File: src/rtl/msk_byte_serializer.sv
// Masked state-to-byte serializer: takes a full shbit-encoded shared AES state and
// streams it one shared byte per cycle under valid/ready, moving shares without combining them.
module msk_byte_serializer #(
  parameter int D     = 2,
  parameter int COUNT = 16,
  localparam int BYTE_W  = 8 * D,
  localparam int STATE_W = 8 * COUNT * D,
  localparam int IDX_W   = $clog2(COUNT)
) (
  input  logic               clk_i,
  input  logic               rst_i,
  input  logic               in_valid_i,
  output logic               in_ready_o,
  input  logic [STATE_W-1:0] sh_state_in_i,
  output logic               out_valid_o,
  input  logic               out_ready_i,
  output logic [BYTE_W-1:0]  sh_byte_out_o,
  output logic [IDX_W-1:0]   out_idx_o,
  output logic               out_last_o
);

  typedef enum logic {IDLE, SEND} state_e;

  state_e               state_q;
  logic [STATE_W-1:0]   buf_q;
  logic [IDX_W-1:0]     cnt_q;

  logic                 load;
  logic                 xfer;
  logic [STATE_W-1:0]   buf_shift_d;

  assign sh_byte_out_o = buf_q[0 +: BYTE_W];
  assign out_idx_o     = cnt_q;
  assign out_valid_o   = (state_q == SEND);
  assign out_last_o    = out_valid_o && (cnt_q == IDX_W'(COUNT - 1));
  assign xfer          = out_valid_o && out_ready_i;
  assign in_ready_o    = (state_q == IDLE) || (xfer && out_last_o);
  assign load          = in_valid_i && in_ready_o;

  // Whole shared byte slots move down together; zeros fill the top so no stale shares linger.
  assign buf_shift_d = {{BYTE_W{1'b0}}, buf_q[STATE_W-1:BYTE_W]};

  always_ff @(posedge clk_i) begin
    if (rst_i) begin
      state_q <= IDLE;
      buf_q   <= '0;
      cnt_q   <= '0;
    end else if (load) begin
      state_q <= SEND;
      buf_q   <= sh_state_in_i;
      cnt_q   <= '0;
    end else if (xfer) begin
      buf_q <= buf_shift_d;
      if (out_last_o) begin
        state_q <= IDLE;
        cnt_q   <= '0;
      end else begin
        cnt_q <= cnt_q + IDX_W'(1);
      end
    end
  end

endmodule

File: config.mk
export PLATFORM = sky130hd
export DESIGN_NAME = msk_byte_serializer
export DESIGN_NICKNAME = d
export VERILOG_FILES = /design/src/rtl/msk_byte_serializer.sv
export SDC_FILE = /design/constraint.sdc
export NUM_CORES = 1
export LEC_CHECK = 0
export CORE_AREA = 8 8 306 234
export CTS_CLUSTER_DIAMETER = 60
export DETAILED_ROUTE_END_ITERATION = 12
export DIE_AREA = 0 0 314 242
export PLACE_DENSITY_LB_ADDON = 0.05
export REMOVE_ABC_BUFFERS = 1
export SYNTH_ARGS = -nofsm -noshare
export SYNTH_HDL_FRONTEND = slang
export SYNTH_SLANG_ARGS = --single-unit
File: constraint.sdc
create_clock -name clk_i -period 2.48 [get_ports clk_i]
set_input_delay 0.496 -clock clk_i [delete_from_list [all_inputs] [get_ports clk_i]]
set_output_delay 0.496 -clock clk_i [all_outputs]
set_load 0.01 [all_outputs]
=== Word-level counts from Yosys, hierarchy flattened ===
Cells that the tools add are included.

* Add/subtract/negate cells: 1
* Equality and inequality tests: 1
* Muxes and demuxes: 6
* Bitwise logic cells: 1
* Reductions and logical operators: 9

{| class="wikitable"
|+ Operator list
! kind !! number
|-
| $mux 256 || 2
|-
| $add 4x1->4 const B || 1
|-
| $eq 4x4->1 const B || 1
|-
| $logic_and 1x1->1 || 4
|-
| $mux 4 || 1
|-
| $reduce_bool 2->1 || 2
|-
| $mux 1 || 3
|-
| $reduce_and 2->1 || 1
|-
| $reduce_or 2->1 || 1
|-
| $logic_or 1x1->1 || 1
|-
| $not 1->1 || 1
|}

* Register bits: 261
* Bits of input ports: 260
* Output and inout bits: 23

=== Depth between registers and ports, before layout ===
* Depth after elaboration: 7
* Mapped depth: 7
* Depth with buffers taken out: 4

=== Least setup slack after synthesis ===
Ideal clock, no wire load.

* Path type: register -> output
* Start: reg cnt_q[0] (netlist: out_idx_o[0])
* End: out out_last_o
* Arrival time: 1.338 ns
* Path slack: 0.646 ns
* Stages on the path, launching flop included: 7
* Path buffers: 3
* Cell sequence: dfxtp_1 > ha_1 > nand3_1 > buf_4 > buf_6 > buf_4 > nor2_1

* Word-level cells in the longest chain between the ends: 2

{| class="wikitable"
|+ Ends and longest elaborated chain
! item !! RTL line !! text
|-
| from (decl) || 26 || <nowiki>logic [IDX_W-1:0] cnt_q;</nowiki>
|-
| from (signal assigned) || 58 || <nowiki>cnt_q <= cnt_q + IDX_W'(1);</nowiki>
|-
| $eq 4x4->1 || 35 || <nowiki>assign out_last_o = out_valid_o && (cnt_q == IDX_W'(COUNT - 1));</nowiki>
|-
| $logic_and 1x1->1 || 35 ||
|-
| to (decl) || 19 || <nowiki>output logic out_last_o</nowiki>
|}

Every way passes these cells.

=== Worst setup path in the final report ===
* Start: reg state_q (netlist: out_valid_o)
* End: out out_valid_o

{| class="wikitable"
|+ RTL lines
! item !! RTL line !! text
|-
| from (decl) || 24 || <nowiki>state_e state_q;</nowiki>
|-
| from (signal assigned) || 45 || <nowiki>state_q <= IDLE;</nowiki>
|-
| from (signal assigned) || 49 || <nowiki>state_q <= SEND;</nowiki>
|-
| from (signal assigned) || 55 || <nowiki>state_q <= IDLE;</nowiki>
|-
| to (decl) || 15 || <nowiki>output logic out_valid_o,</nowiki>
|}

No word-level cell between the ends.

==> results.md <==
- Status: complete, no violations
- Skew-Pair Late Insertion Delay: 540 ps
- First-pass GRT wire length: 110,000 µm
- Largest net degree at the start of global routing: 140
- Sequential-to-total area share from yosys stat: 0.247
- Final Cell Area: 25,700 µm²
- Crit path max fanout: 19
- CTS clk-pin slew, worst paths: 60 ps
- Die W: 314 µm
- WHS Endpoint: buf_q[198]$_SDFFE_PP0P_
- CTS tree: done
- Die H: 242 µm
- Crit path cell chain: clkdlybuf4s50_1
- DRT Pass-1 Iters: 5
- Vias in the first global route: roughly 19k
- Critical Path Source: out_valid_o$_SDFFE_PP0P_
- Yosys reg bits: 261
- Row cnt: 83
- CP peak stage delay: 650 ps
- Netlist Area Pre-Place: 21,100 µm²
- Initial core utilization: 0.315
- CTS Buffer Depth: 3
- R2R Path Start: out_valid_o$_SDFFE_PP0P_
- Top-count cell post-synth: nand3b_1
- Crit-path leading delay family: buffers and inverters
- Worst reg2reg setup slack: 450 ps
- Total power: 14.0 mW
- Min-Delay Path Class: in2reg
- Hold_sp: rst_i
- Wire per inst: 21.0 µm
- I/O Buffers: 282
- Post-route core utilization: 0.382
- CTS Buf Count: 40
- Synth Flop Type: dfxtp_1
- Post-synth EDFFs: 0
- Final nets: approximately 2.7k
- Dpl cell area: 24,300 µm²
- Area contributors post-synth: dfxtp_1, nand3b_1, nor4_2, mux2i_1, o31ai_1
- Via density: 5.51
- RR Endpoint: buf_q[100]$_SDFFE_PP0P_
- WL final: 69,600 µm
- Max-cap viol count: 0
- Area leader, netlist: dfxtp_1
- Distinct cells, synth: 46
- Worst setup SP type: flop
- Final clock skew: 16.5 ps
- Final cycle utilization of the critical path: 0.925
- Core area: 67,200 µm²
- Ratio of cells with drive above 1 in the final layout: 0.181
- Htree depth: 2
- Fin crit period: 2290 ps
- Remaining antenna violation count: 0
- Die Footprint: 76,000 µm²
- Post-synth top area share: 0.247
- Initial antenna violation count: 8
- Cells after synthesis: between 2k and 2.5k
- Pwr Density: 544 nW/µm²
- Share of flip-flops with an asynchronous set or reset: 0
- Buf/Inv on CP: 1
- Final setup viols: 0
- Max Slew Vio Count: 0
- Total GRT Usage: 0.175
- Worst R2R Path Depth: 5
- Remaining Overflow, GRT: 0
- WS Path Type: reg2out
- CTS root buffer: clkbuf_16
- Drc violations: 0
- Worst hold stages: 2
- FMAX: around 440 MHz
- Mean Syn Cell Area: 9.11 µm²
- Gpl congestion: 0.742
- P_leak: ~10 nW
- # fillers: 6,693
- Worst VDD drop: 0.342 mV
- Initial drt markers: 1,045
- Final Hold Fails: 0
- DR vias: 18.3k
- Fin Hold WS: 397 ps
- Worst-Margin Slew: between 900 and 1000 ps
- Crit. End Element: primary output
- # clock sinks: about 260
- I/O pin cnt: roughly 280
- Worst path required time: 1980 ps
- Top cells by count, synth: nand3b_1, dfxtp_1, mux2i_1, nor2_1, o31ai_1
- Yosys Warn Count: 0
- Detailed placer's ending HPWL: 41,600 µm
- Area Overhead vs Synth: 21.5%
- Crit path DAT: 1800 ps
- RSZ-0062 raised after global routing: false
- Critical Path Slowest Stage Cell: clkdlybuf4s50_1
- Slew margin rel.: 0.355
## state kept, by name, summed over array words and instances, names as in the netlist
| register | cells |
|---|---|
| buf_q | 256 |
| out_idx_o | 4 |
| out_valid_o | 1 |
## power by group
part           switching (mW)  internal, mW  total [mW]
sequential              0.285          4.59        4.87
clock                    2.22          3.67        5.88
combinational            1.67          1.56        3.23
## final cells by class
cell class	count	area, µm²	share of cell area
Inverter	28	113	0.00438
Sequential cell	261	5230	0.204
Timing Repair Buffer	349	3840	0.149
Antenna cell	5	12.5	0.000487
Tap cell	892	1120	0.0435
Clock inverter	12	168	0.00653
Clock buffer	56	1160	0.0453
Multi-Input combinational cell	1718	14000	0.547
## logic make-up (layout without fill, tap and decap cells)
kind of cell | after synthesis | in the layout | synth area share
other cells | 0 | 5 | 0
flops | 261 | 261 | 0.247
simple gates | 1178 | 1178 | 0.443
xor+xnor | 1 | 1 | 0.000414
mux | 241 | 241 | 0.114
buf+inv | 342 | 445 | 0.0903
fa+ha+maj | 1 | 1 | 0.000592
compound gates | 297 | 297 | 0.105
## per-layer routing
metal | wire, µm | part of all wire | global-route usage | up-vias
li1 | - | - | - | 8883
met1 | 33400 | 0.48 | 0.239 | 9008
met2 | 32200 | 0.46 | 0.283 | 303
met3 | 2510 | 0.036 | 0.0301 | 92
met4 | 1470 | 0.021 | 0.0498 | 6
met5 | 39 | 0.00056 | 0 | -
## cell usage in the layout, fill, tap and decap left out, drive strengths merged, types with 16 or more instances in the layout
| cell type | synthesis | final |
|---|---|---|
| o21ai | 22 | 22 |
| nand3b | 458 | 458 |
| clkdlybuf4s50 | 0 | 277 |
| dfxtp | 261 | 261 |
| o31ai | 229 | 229 |
| buf | 212 | 70 |
| nor4 | 229 | 229 |
| inv | 28 | 29 |
| nand2b | 17 | 17 |
| mux2i | 240 | 240 |
| or3b | 229 | 229 |
| clkbuf | 102 | 56 |
| nor2 | 232 | 232 |
| o32ai | 16 | 16 |
## worst max-delay path by stage
stage / to / slack [ps] / depth (start not counted)
final: out_valid_o / 190 / 1
after global placement: in_ready_o / 420 / 4
after global routing: out_valid_o / 100 / 1
after CTS: out_valid_o / 120 / 1
after detailed placement: buf_q[39]$_SDFFE_PP0P_ / 410 / 5
after floorplan: buf_q[240]$_SDFFE_PP0P_ / -9460 / 3
## repair_timing
| action | CTS | global route |
|---|---|---|
| hold buffers | 0 | 0 |
| setup buffers | 0 | 0 |
| resized for setup | 6 | 0 |
| endpoints found under the hold margin | 0 | 0 |
| setup endpoints to repair | 2 | 0 |
## per-stage QoR
step	setup TNS, ps	setup slack (ps)	cells
final	0	187	3321
after global routing	0	105	3320
after floorplan	-2325430	-9460	2007
after global placement	0	418	3248
after detailed placement	0	412	3248
after CTS	0	123	3316
Power figures use the tool's default switching activity.
